File: config.mk
export PLATFORM = sky130hd
export DESIGN_NAME = uart_tx_fifo
export DESIGN_NICKNAME = d
export VERILOG_FILES = /design/src/rtl/uart_pkg.sv /design/src/rtl/uart_sync_fifo.sv /design/src/rtl/uart_tx_fifo.sv
export SDC_FILE = /design/constraint.sdc
export NUM_CORES = 1
export LEC_CHECK = 0
export CAP_MARGIN = 40
export CELL_PAD_IN_SITES_DETAIL_PLACEMENT = 0
export CELL_PAD_IN_SITES_GLOBAL_PLACEMENT = 2
export CORE_AREA = 10 10 133 135
export CTS_BUF_LIST = sky130_fd_sc_hd__clkbuf_16
export DETAILED_ROUTE_END_ITERATION = 7
export DIE_AREA = 0 0 143 145
export PLACE_DENSITY_LB_ADDON = 0.1
export SLEW_MARGIN = 15
export SYNTH_ARGS = -nofsm -noshare
export SYNTH_HDL_FRONTEND = slang
export SYNTH_SLANG_ARGS = --single-unit
File: constraint.sdc
create_clock -name clk -period 3.79 [get_ports clk]
set_clock_uncertainty 0.15 [all_clocks]
set_input_delay 0.379 -clock clk [delete_from_list [all_inputs] [get_ports clk]]
set_output_delay 0.379 -clock clk [all_outputs]
set_load 0.02 [all_outputs]
File: src/rtl/uart_pkg.sv
// uart_pkg: shared byte width default and transmit sequencer state encoding
package uart_pkg;
  localparam int UART_DATA_W = 8;
  typedef enum logic {IDLE, WAIT} seq_state_e;
endpackage

File: src/rtl/uart_sync_fifo.sv
// uart_sync_fifo: circular FIFO with explicit occupancy count; writes while full and reads while empty are ignored
module uart_sync_fifo
  import uart_pkg::*;
#(
  parameter int DEPTH  = 16,
  parameter int DATA_W = UART_DATA_W
) (
  input  logic                     clk,
  input  logic                     rst,
  input  logic                     wr_en,
  input  logic [DATA_W-1:0]        wr_data,
  input  logic                     rd_en,
  output logic [DATA_W-1:0]        rd_data,
  output logic                     full,
  output logic                     empty,
  output logic [$clog2(DEPTH):0]   count
);
  localparam int AW = $clog2(DEPTH);
  localparam int CW = AW + 1;
  logic [DATA_W-1:0] mem [DEPTH];
  logic [AW-1:0] wptr, rptr;
  logic push, pop;
  assign push    = wr_en && !full;
  assign pop     = rd_en && !empty;
  assign full    = count == CW'(DEPTH);
  assign empty   = count == '0;
  assign rd_data = mem[rptr];
  // storage needs no reset: only entries between the pointers are ever read
  always_ff @(posedge clk)
    if (push) mem[wptr] <= wr_data;
  // pointers wrap naturally at DEPTH; count absorbs simultaneous push and pop
  always_ff @(posedge clk or posedge rst)
    if (rst) begin
      wptr  <= '0;
      rptr  <= '0;
      count <= '0;
    end else begin
      wptr  <= wptr + AW'(push);
      rptr  <= rptr + AW'(pop);
      count <= count + CW'(push) - CW'(pop);
    end
endmodule

File: src/rtl/uart_tx_fifo.sv
// uart_tx_fifo: host byte FIFO feeding a UART one frame at a time; UART_TX_FIFO_OVF_EN enables the sticky overflow flag
module uart_tx_fifo
  import uart_pkg::*;
#(
  parameter int DEPTH  = 16,
  parameter int DATA_W = UART_DATA_W
) (
  input  logic                     clk,
  input  logic                     rst,
  input  logic                     wr_en,
  input  logic [DATA_W-1:0]        wr_data,
  output logic                     full,
  output logic                     empty,
  output logic [$clog2(DEPTH):0]   count,
  output logic                     overflow,
  output logic                     tx_start,
  output logic [DATA_W-1:0]        tx_data,
  input  logic                     tx_done
);
  seq_state_e state, state_n;
  logic pop;
  logic [DATA_W-1:0] rd_data;
  uart_sync_fifo #(.DEPTH(DEPTH), .DATA_W(DATA_W)) u_fifo (
    .clk     (clk),
    .rst     (rst),
    .wr_en   (wr_en),
    .wr_data (wr_data),
    .rd_en   (pop),
    .rd_data (rd_data),
    .full    (full),
    .empty   (empty),
    .count   (count)
  );
  // launch from IDLE whenever a byte is queued; WAIT holds until the UART reports frame end
  always_comb begin
    state_n = state;
    pop     = 1'b0;
    pop     = state == IDLE && !empty;
    state_n = state == IDLE ? (empty ? IDLE : WAIT) : (tx_done ? IDLE : WAIT);
  end
  // state, launch pulse and presented byte are all registered so no input reaches an output combinationally
  always_ff @(posedge clk or posedge rst)
    if (rst) begin
      state    <= IDLE;
      tx_start <= 1'b0;
      tx_data  <= '0;
    end else begin
      state    <= state_n;
      tx_start <= pop;
      if (pop) tx_data <= rd_data;
    end
`ifdef UART_TX_FIFO_OVF_EN
  // sticky record of any write dropped because the FIFO was full
  always_ff @(posedge clk or posedge rst)
    if (rst) overflow <= 1'b0;
    else if (wr_en && full) overflow <= 1'b1;
`else
  assign overflow = 1'b0;
`endif
endmodule

# == Word level (Yosys, flattened, before mapping) ==
# Memories as Yosys holds them, arrays and structs flattened. A register that Yosys moved wholly into a read port is not among the register bits.
# Index checks and enable logic that the tools add are counted.
# word_totals
out_inout_bits,17
ramBits,128
memories,1
regBits,15
# op_classes
muxes,5
eq_ne,1
n_reduce_logical,6
n_bitwise,1
add_sub_neg,4
# memory_table
memory,depth,word_bits,read_ports,rd_clocked_by_memory_dff,wr,line,text
u_fifo.mem,16,8,1,1,1,uart_sync_fifo.sv:20,logic [DATA_W-1:0] mem [DEPTH];
# ops
cell,count
$add 4x1->4,2
$add 5x1->5,1
$eq 5x5->1 const B,1
$logic_not 5->1,1
$mux 1,5
$sub 5x1->5,1
$logic_and 1x1->1,3
$logic_not 1->1,2
$not 1->1,1

# == Depth between registers and ports, before layout ==
# Gate-level depths: netlist of the first run.
# depth
word_depth,5
mapped_depth,14
ltp_nobuf,13

# == By module ==
# A second synthesis of the first run with hierarchy kept.
# hier_totals
cells_unflattened,333
hier_area_um2,6110.9
# modules_own_cells
mod,n_inst,cells_each,area_per_inst_um2,seq_area_each_um2
uart_sync_fifo,1,310,5734.2,4169.0
uart_tx_fifo,1,23,376.6,250.2

# == Worst setup path after synthesis of the first run ==
# OpenSTA, ideal clock, no wires.
# synth_timing
path_kind,register -> register
startpoint,register u_fifo.count[3]
endpoint,register u_fifo.count[4]
arrival_ps,2760
path_slack_ps,800
required_time_ps,3560
period_less_slack_ps,2990
path_stages_with_launch,15
setup_time_ps,80
path_cell_list,dfrtp_1 inv_1 ha_1 nor4b_4 nor2_4 buf_2 ha_1 inv_1 ha_1 inv_1 fa_1 inv_1 a21oi_1 o21bai_1 xnor2_1
# synth_between
elab_chain_len,5
elab_cells_between_ends,9
cone_classes,add/sub: 2; eq/ne: 1; reduce/logical: 6
# synth_rtl
element,line,text
"start, declared",uart_sync_fifo.sv:16,output logic [$clog2(DEPTH):0] count
"start signal, assigned",uart_sync_fifo.sv:40,count <= count + CW'(push) - CW'(pop);
$logic_not 5->1,uart_sync_fifo.sv:26,assign empty = count == '0;
named net empty,uart_tx_fifo.sv:13,"output logic empty,"
$logic_not 1->1,uart_tx_fifo.sv:38,pop = state == IDLE && !empty;
$logic_and 1x1->1,uart_tx_fifo.sv:38,
named net pop,uart_tx_fifo.sv:21,logic pop;
$logic_and 1x1->1,uart_sync_fifo.sv:24,assign pop = rd_en && !empty;
$sub 5x1->5,uart_sync_fifo.sv:40,
# The timed path passes the listed nets, and every way through them passes these cells.

# == Worst setup path in the final report of the first run ==
# layout_timing
startpoint,register u_fifo.count[3]
endpoint,register u_fifo.count[4]
# layout_between
elab_chain_len,5
elab_cells_between_ends,9
cone_classes,add/sub: 2; eq/ne: 1; reduce/logical: 6
# layout_rtl
element,line
$eq 5x5->1 or $logic_not 5->1 (tied branches),"uart_sync_fifo.sv:25, uart_sync_fifo.sv:26"
$logic_not 1->1 (on tied branches),"uart_sync_fifo.sv:23, uart_sync_fifo.sv:24, uart_tx_fifo.sv:38"
$logic_and 1x1->1 (on tied branches),"uart_sync_fifo.sv:23, uart_tx_fifo.sv:38"
$add 5x1->5 or $logic_and 1x1->1 (tied branches),"uart_sync_fifo.sv:40, uart_sync_fifo.sv:24"
$sub 5x1->5 (*),uart_sync_fifo.sv:40
# Every way passes the cells marked *; elsewhere a longest branch is shown, timed or not.

==> results of run 1 <==
[logic make-up (layout without fill, tap and decap cells)]
family	after synthesis	count (layout)	synth area share
compound gates	22	22	0.0336
xor+xnor	8	8	0.0116
fa+ha+maj	11	11	0.0240
buf+inv	26	85	0.0230
flops	151	151	0.732
mux	41	41	0.132
other cells	1	1	0.000621
simple gates	43	43	0.0431
[per-stage QoR]
stage | setup slack, ns | std cells | power (mW) | cell area, µm²
final | 0.900 | 550 | 5.55 | 7160
after global routing | 0.652 | 550 | 5.87 | 7160
after CTS | 0.860 | 550 | 5.64 | 7160
after detailed placement | 0.892 | 519 | 4.07 | 6600
after global placement | 0.953 | 514 | 4.04 | 6550
after floorplan | 0.800 | 303 | 3.48 | 6040
[path summary, 6_finish.rpt]
path / slack, ns / cells past startpoint / to
setup / recovery: 0.90 / 13 / u_fifo.count[4]
hold / removal: 0.07 / 2 / tx_data[3]
setup reg to reg: 0.90 / 13 / u_fifo.count[4]
hold reg to reg: 0.40 / 2 / tx_data[1]
max in group asynchronous: 3.01 / 3 / u_fifo.rptr[0]
min in group clk: 0.40 / 2 / tx_data[1]
[per-layer routing]
metal  part of all wire  vias to the layer above  routed length, µm  GRT usage
met5                  0                        -                  0          0
met4             0.0097                        0                118     0.0418
met3              0.061                        6                744     0.0456
met2               0.48                       67               5790      0.187
met1               0.45                     1534               5490      0.168
li1                   -                     1304                  -          -
[layout make-up]
cell class | count | area (µm²) | area share
sequential | 151 | 4420 | 0.618
multi-input combinational | 126 | 1480 | 0.207
timing repair buffer | 44 | 430 | 0.0601
clock buffer | 17 | 425 | 0.0594
tap | 188 | 235 | 0.0329
clock inverter | 14 | 128 | 0.0178
inverter | 10 | 37.5 | 0.00524
[Yosys cell counts]
cell type,count,area share
nor3_2,1,0.0017
nor2_4,1,0.0019
nor2b_1,1,0.0010
mux2i_1,10,0.017
a21o_1,1,0.0012
xnor2_1,4,0.0058
edfxtp_1,128,0.64
nand3b_1,2,0.0025
ha_1,10,0.021
a221oi_2,7,0.017
o2111ai_1,1,0.0015
nor3_1,3,0.0025
conb_1,1,0.00062
nand3_1,5,0.0041
fa_1,1,0.0033
o22ai_1,7,0.0073
o21ai_0,1,0.00083
inv_1,10,0.0062
nor2_1,19,0.012
buf_6,3,0.0056
mux4_2,31,0.12
nor2b_4,1,0.0023
nand2b_1,4,0.0041
xor2_1,4,0.0058
and4bb_4,1,0.0027
nand2_1,1,0.00062
a2bb2oi_1,1,0.0015
buf_4,3,0.0037
or2_1,1,0.0010
a21oi_1,2,0.0017
buf_1,1,0.00062
nor4b_4,1,0.0039
a31oi_1,1,0.0010
or3b_1,1,0.0015
and2_4,1,0.0015
buf_2,6,0.0050
dfrtp_1,23,0.095
clkbuf_1,3,0.0019
o21bai_1,1,0.0012
[cells in the final DEF (no fill, tap or decap), drive strengths merged, types with 7 or more instances in the layout]
cell | netlist | final
edfxtp | 128 | 128
buf | 13 | 17
dfrtp | 23 | 23
clkbuf | 3 | 17
o22ai | 7 | 7
a221oi | 7 | 7
mux2i | 10 | 10
clkdlybuf4s50 | 0 | 27
inv | 10 | 13
ha | 10 | 10
nor2 | 20 | 20
mux4 | 31 | 31
[registers in the layout, summed over array words and instances (netlist names)]
name and count:
tx_data 8, u_fifo.count 5, u_fifo.wptr 4, tx_start 1, u_fifo.mem 128, u_fifo.rptr 4
state 1
[report_power, final]
group | switching [mW] | internal (mW) | leakage (nW)
sequential | 0.224 | 2.07 | 1.42
clock | 0.658 | 0.902 | 0.252
combinational | 0.871 | 0.823 | 0.773
total | 1.75 | 3.80 | 2.44
[critical path: stages, from the launching register on]
cell and delay (ns):
dfrtp_1 0.38, inv_1 0.07, ha_1 0.20, nor4b_4 0.15, nor2_4 0.45, ha_1 0.33
inv_1 0.06, ha_1 0.16, inv_1 0.05, fa_1 0.40, inv_1 0.07, a21oi_1 0.06
o21bai_1 0.15, xnor2_1 0.13
==> metrics.md, run 1 <==
| Metric | Value |
|---|---|
| Outcome | finished, final reports clean |
| Clock sinks | 151 |
| Crit start category | flop |
| RSZ-0062 raised after global routing | false |
| Layout cell share with drive strength beyond 1 | 0.254 |
| Vias per cell | 5.29 |
| # setup viols final | 0 |
| Slew HR | 0.473 |
| Io pins | 29 |
| Crit. End Element | flop |
| Antenna Nets Post-Route | 0 |
| Worst Path Arrival | slightly above 3 ns |
| Die ar. | 0.0207 mm² |
| Clock latency on the worst-skew pair | 0.41 ns |
| Critical path class | flop to flop |
| Vias in the first global route | 3126 |
| Minimum hold slack | 0.0680 ns |
| Fmax | 346 MHz |
| CTS tree | yes |
| Layout net count | 373 |
| Clock tree buffer depth | 2 |
| Static Leak | 2.44 nW |
| Min-Delay Path Class | input port to async pin |
| Placed wire-length estimate | 8.09 mm |
| Worst Setup SP | u_fifo.count[3] |
| Syn Nets | ~330 |
| Routed vias | 2911 |
| Antenna cells | 0 |
| Pwr dens | 776 mW/mm² |
| Chip height | 145 µm |
| Fill count | 1257 |
| First-pass GRT wire length | 19.2 mm |
| CTS H-tree depth | 4 |
| TritonCTS Buffers | 17 |
| Initial antenna violation count | 0 |
| Flip-flop and latch count after synthesis | 151 |
| Layout area overhead | 18.5% |
| Synth Warn # | 0 |
| Slew Limit Fails | 0 |
| Critical R2R Launch | u_fifo.count[3] |
| Pre-antenna DRT Iters | 4 |
| Register area share after synthesis | 0.732 |
| Least-Margin Pin Slew | just under 0.8 ns |
| WP data required | between 3 and 4 ns |
| Final core occ | 0.476 |
| RePlAce Congestion | around 0.71 |
| Total GRT Usage | 0.126 |
| Post-Synthesis Cell Area | between 0.006 and 0.007 mm² |
| Core ar. | 0.0150 mm² |
| Final Hold Fails | 0 |
| Worst-path clk slew | 0.06 ns |
| Max VDD drop | 0.000393 V |
| Initial core utilization | 0.402 |
| Root Buffer | clkbuf_16 |
| CTS resizes | 0 |
| Synthesized area per cell | ~20 µm² |
| Period utilization | 0.763 |
| Max-capacitance violation count | 0 |
| Largest net degree at the start of global routing | 35 |
| Setup TNS | 0 ns |
| Number of port buffers | 27 |
| Post-synth cell types | 39 |
| Worst-path fanout max | 20 |
| Std-Cell Rows | 45 |
| Drt total wl | 12.1 mm |
| Tmin final | 2.89 ns |
| Post-CTS setup buffers | 0 |
| Gr ovfl total | 0 |
| Residual DRC | 0 |
| Avg WL per Cell | 22.1 µm |
| Initial DRC count | 189 |
| Hold-fix buffers at CTS | 0 |
| Chip width | approximately 140 µm |
| Cells after Synth | 303 |
(Power assumes the default switching activity.)
==> run 2, diff against run 1 <==
==> constraint.sdc (replaced) <==
create_clock -name clk -period 2.9 [get_ports clk]
set_clock_uncertainty 0.15 [all_clocks]
set_input_delay 0.29 -clock clk [delete_from_list [all_inputs] [get_ports clk]]
set_output_delay 0.29 -clock clk [all_outputs]
set_load 0.02 [all_outputs]
==> metrics.md, run 2 (synthesis gave the netlist of run 1 again) <==
| Metric | Value |
|---|---|
| Period utilization | 0.897 |
| Critical Path End | u_fifo.count[4] |
| Pre-antenna DRT Iters | 4 |
| CTS resizes | 0 |
| Residual DRC | 0 |
| Layout area overhead | 19.6% |
| Register bank with the most flops | u_fifo.mem |
| Max reg flops | approximately 130 |
| Std-Cell Rows | 45 |
| Post-CTS setup buffers | 0 |
| CTS tree | yes |
| Initial antenna violation count | 0 |
| First-pass GRT wire length | ~19 mm |
| Final WS setup | 0.298 ns |
| Antenna Nets Post-Route | 0 |
| Reg area | 0.00442 mm² |
| Worst-path fanout max | 4 |
| Clock tree buffer depth | 2 |
| WP data required | between 3 and 4 ns |
| Slew HR | 0.577 |
| Met2 WL | 5.65 mm |
| Critical path class | flop to flop |
| Worst-path clk slew | 0.07 ns |
| Vias per cell | 5.21 |
| Outcome | finished, final reports clean |
| Least-Margin Pin Slew | 0.633 ns |
| # setup viols final | 0 |
| Worst Setup SP | u_fifo.count[2] |
| Worst Path Arrival | 2.78 ns |
| Critical R2R Launch | u_fifo.count[2] |
| Area of the multi-input gates | 0.00148 mm² |
| Chip width | 143 µm |
| Tmin final | 2.60 ns |
| RSZ-0062 raised after global routing | false |
| Max layer used | met4 |
| Vias in the first global route | roughly 3000 |
| Final core occ | 0.480 |
| Fill count | between 1000 and 1500 |
| Fmax | slightly below 400 MHz |
| Reg2Reg Capture Point | u_fifo.count[4] |
| CTS H-tree depth | 4 |
| Largest net degree at the start of global routing | 35 |
| Gr ovfl total | 0 |
| Commonest non-fill, non-tap cell in the layout | edfxtp_1 |
| Io pins | 29 |
| Slew Limit Fails | 0 |
| Min-Delay Path Class | input port to async pin |
| TritonCTS Buffers | 17 |
| Flop2flop setup slack | 0.30 ns |
| Max VDD drop | 0.000406 V |
| Avg WL per Cell | approximately 22 µm |
| Number of port buffers | 27 |
| Initial core utilization | 0.402 |
| Core ar. | 0.0150 mm² |
| Max-capacitance violation count | 0 |
| Crit. End Element | flop |
| RePlAce Congestion | 0.722 |
| Clock latency on the worst-skew pair | between 0.4 and 0.5 ns |
| Layout cell share with drive strength beyond 1 | 0.277 |
| DP Area | 0.00663 mm² |
| M1 wire length | 5.55 mm |
| Chip height | about 150 µm |
| Die ar. | around 0.021 mm² |
| Initial DRC count | roughly 180 |
| Clock sinks | 151 |
| Final Instance Area | 0.00722 mm² |
| Antenna cells | 0 |
| Hold-fix buffers at CTS | 0 |
| Setup TNS | 0 ns |
| Routed wl met3 | 658 µm |
| Final Hold Fails | 0 |
| Routed vias | roughly 2900 |
| Post-Place Cells | about 520 |
| Worst slack after detailed placement | 0.266 ns |
| Root Buffer | clkbuf_16 |
| Total GRT Usage | 0.122 |
| Layout net count | roughly 380 |
| Crit start category | flop |
| Reg2reg path depth | 13 |
| Drt total wl | 12.0 mm |
| Most frequent cells in the layout | edfxtp_1, mux4_2, clkdlybuf4s50_1, buf_4, dfrtp_1 |
| Placed wire-length estimate | 7.80 mm |
| Biggest regs | u_fifo.mem: 128 flops, tx_data: 8 flops, u_fifo.count: 5 flops |
| Static Leak | 2.49 nW |
| Number of non-filler instances in the completed layout | ~560 |
| Pwr dens | between 1000 and 1500 mW/mm² |
## run 2: worst min path at each step
stage / slack (ns) / cells after the start / to / from
2_1_floorplan: 0.14 / 1 / state / rst
3_3_place_gp: 0.40 / 1 / u_fifo.wptr[0] / u_fifo.wptr[0]
3_5_place_dp: 0.40 / 1 / state / state
4_1_cts: 0.07 / 3 / tx_start / rst
5_1_grt: 0.09 / 3 / tx_data[7] / rst
6_report: 0.07 / 3 / tx_data[7] / rst
## run 2: area by class of cell
class,instances,area share
sequential,151,0.613
multi-input combinational,126,0.205
timing repair buffer,49,0.0620
clock buffer,17,0.0589
tap,188,0.0326
clock inverter,15,0.0232
inverter,10,0.00520
## run 2: per-layer routing
metal  up-vias  global-route usage
met3        11              0.0349
met4         0              0.0464
met5         -                   0
met1      1505               0.164
li1       1309                   -
met2        72               0.181
## run 2: power by group
part	internal (mW)	total (mW)	switching (mW)
clock network	1.29	2.18	0.893
registers	2.71	2.96	0.248
logic	1.09	2.25	1.16
## run 2: critical path, cell delays in order, from the launching register on
cell and delay [ns]:
dfrtp_2 0.41, inv_1 0.08, ha_1 0.17, nor4b_4 0.34, nor2_4 0.07, ha_1 0.27
inv_1 0.06, ha_1 0.16, inv_1 0.06, fa_2 0.34, inv_1 0.06, a21oi_1 0.06
o21bai_1 0.17, xnor2_1 0.13
## run 2: through the flow
step                hold slack (ns)  power (mW)
floorplan                     0.142        4.56
global placement              0.397        5.30
detailed placement            0.399        5.30
CTS                          0.0702        7.50
global route                 0.0881        7.79
finish                       0.0733        7.39
==> run 3, diff against run 2 <==
--- a/config.mk
+++ b/config.mk
@@ -8,10 +8,10 @@
 export CAP_MARGIN = 40
 export CELL_PAD_IN_SITES_DETAIL_PLACEMENT = 0
 export CELL_PAD_IN_SITES_GLOBAL_PLACEMENT = 2
-export CORE_AREA = 10 10 133 135
+export CORE_AREA = 8 8 131 133
 export CTS_BUF_LIST = sky130_fd_sc_hd__clkbuf_16
 export DETAILED_ROUTE_END_ITERATION = 7
-export DIE_AREA = 0 0 143 145
+export DIE_AREA = 0 0 139 141
 export PLACE_DENSITY_LB_ADDON = 0.1
 export SLEW_MARGIN = 15
 export SYNTH_ARGS = -nofsm -noshare
==> constraint.sdc (replaced) <==
create_clock -name clk -period 2.9 [get_ports clk]
set_clock_uncertainty 0.15 [all_clocks]
set_input_delay 0.29 -clock clk [delete_from_list [all_inputs] [get_ports clk]]
set_output_delay 0.29 -clock clk [all_outputs]
set_load 0.05 [all_outputs]
==> metrics.md, run 3 (synthesis gave the netlist of run 1 again) <==
| Metric | Value |
|---|---|
| Layout area overhead | 20.6% |
| Std-Cell Rows | 45 |
| Least-Margin Pin Slew | 0.707 ns |
| Worst-path clk slew | 0.06 ns |
| Chip width | roughly 140 µm |
| Routed vias | a little under 3000 |
| Avg WL per Cell | approximately 22 µm |
| Register bank with the most flops | u_fifo.mem |
| Combinational power share | 0.324 |
| Worst hold path depth | 2 |
| Tmin final | roughly 2.7 ns |
| Layout cell share with drive strength beyond 1 | 0.286 |
| Critical path class | flop to output port |
| Max-capacitance violation count | 0 |
| First-pass GRT wire length | 18.7 mm |
| Fmax | between 300 and 400 MHz |
| Vias in the first global route | 2998 |
| Worst Path Buf+Inv | 2 |
| Min-Delay Path Class | input port to flop |
| Antenna Nets Post-Route | 0 |
| Net Switching | between 2 and 3 mW |
| Flop2flop setup slack | 0.40 ns |
| Worst-path fanout max | 4 |
| Reg2reg path depth | 13 |
| Clock latency on the worst-skew pair | 0.41 ns |
| Crit start category | flop |
| Final WS setup | approximately 0.22 ns |
| CTS tree | yes |
| Crit. End Element | output port |
| Sequential power share | 0.392 |
| Static Leak | 2.51 nW |
| Commonest non-fill, non-tap cell in the layout | edfxtp_1 |
| Antenna cells | 0 |
| Max VDD drop | roughly 0.00047 V |
| CP Depth | 4 |
| RePlAce Congestion | 0.715 |
| Hold Startpoint | tx_done |
| Post-CTS setup buffers | 0 |
| Post-Place Cells | 525 |
| Pre-antenna DRT Iters | 5 |
| Largest net degree at the start of global routing | 20 |
| Max reg flops | 128 |
| Pwr Total | approximately 7.7 mW |
| CP cell instances | inv_2, ha_4, nor4b_4, clkdlybuf4s50_1 |
| Die ar. | 0.0196 mm² |
| Total GRT Usage | 0.131 |
| Outcome | finished, final reports clean |
| Critical R2R Launch | u_fifo.count[3] |
| CTS H-tree depth | 4 |
| Initial core utilization | 0.403 |
| Minimum hold slack | 0.311 ns |
| Initial DRC count | 186 |
| Worst Path Arrival | 2.24 ns |
| Clock sinks | 151 |
| Period utilization | 0.923 |
| Core ar. | 0.0150 mm² |
| Biggest regs | u_fifo.mem: 128 flops, tx_data: 8 flops, u_fifo.count: 5 flops |
| # setup viols final | 0 |
| Pwr dens | between 1000 and 1500 mW/mm² |
| Chip height | 141 µm |
| Residual DRC | 0 |
| WP data required | 2.46 ns |
| Io pins | 29 |
| RSZ-0062 raised after global routing | false |
| Clk network pwr share | 0.284 |
| Number of non-filler instances in the completed layout | 558 |
| Final Hold Fails | 0 |
| Sw frac | 0.327 |
| Slew HR | 0.529 |
| Vias per cell | approximately 5.2 |
| TritonCTS Buffers | 17 |
| Slew Limit Fails | 0 |
| Layout net count | 380 |
| Initial antenna violation count | 0 |
| Number of port buffers | 27 |
| Worst slack after detailed placement | roughly 0.39 ns |
| Clock tree buffer depth | 2 |
| Most frequent cells in the layout | edfxtp_1, mux4_2, clkdlybuf4s50_1, buf_4 |
| Gr ovfl total | 0 |
| Root Buffer | clkbuf_16 |
| Critical Path Max Stage Delay | 0.88 ns |
| Drt total wl | 12.2 mm |
| Worst path slowest cell | clkdlybuf4s50_1 |
| Top Family by Delay on Critical Path | buffers and inverters |
| Placed wire-length estimate | between 7 and 8 mm |
| Reg2Reg Capture Point | u_fifo.count[4] |
| Pint | roughly 5.2 mW |
| Hold Path Sink | state |
==> run 3: cell count changes in the layout (fill, tap and decap cells not counted), sizes merged <==
cell         change
clkinv           +3
buf              +1
dlygate4sd3      +1
clkinvlp         -3
bufinv           +1
inv              -1
==> run 3: power by group through the flow <==
stage	logic (mW)	clock network, mW	registers, mW
2_1_floorplan	1.62	0	3.21
3_3_place_gp	2.54	0	3.07
3_5_place_dp	2.53	0	3.08
4_1_cts	2.54	2.23	3.04
5_1_grt	2.70	2.32	3.08
6_report	2.50	2.19	3.02
==> run 3: per-layer routing <==
layer | vias up | GRT usage | part of all wire
met5 | - | 0 | 0
met4 | 0 | 0.0520 | 0.011
met3 | 10 | 0.0368 | 0.052
met2 | 72 | 0.204 | 0.47
met1 | 1528 | 0.171 | 0.47
li1 | 1312 | - | -
==> run 3: worst max-delay path by stage <==
| stage | from | endpoint | slack, ns |
|---|---|---|---|
| after floorplan | u_fifo.count[3] | u_fifo.count[4] | -0.28 |
| after global placement | u_fifo.count[3] | u_fifo.count[4] | 0.44 |
| after detailed placement | u_fifo.count[3] | u_fifo.count[4] | 0.39 |
| after CTS | u_fifo.count[3] | empty | 0.18 |
| after global routing | u_fifo.count[3] | empty | 0.12 |
| final | u_fifo.count[3] | empty | 0.22 |
==> run 3: per-stage QoR <==
stage	instance area, µm²	setup TNS, ns	utilization
2_1_floorplan	6090	-0.457	-
3_3_place_gp	6670	0	0.445
3_5_place_dp	6680	0	0.446
4_1_cts	7280	0	0.486
5_1_grt	7280	0	0.486
6_report	7280	0	0.486
==> run 3: final cells by class <==
cell class | instances | area [µm²]
clock buffers | 17 | 425
well taps | 188 | 235
clock inverters | 15 | 164
inverters | 10 | 37.5
flip-flops and latches | 151 | 4420
multi-input cells | 126 | 1520
fillers | 1241 | 7700
repair buffers | 51 | 473
==> run 3: timing repair <==
item,4_1_cts,5_1_grt
gates resized for setup,0,0
hold endpoints to repair,5,0
hold buffers,1,0
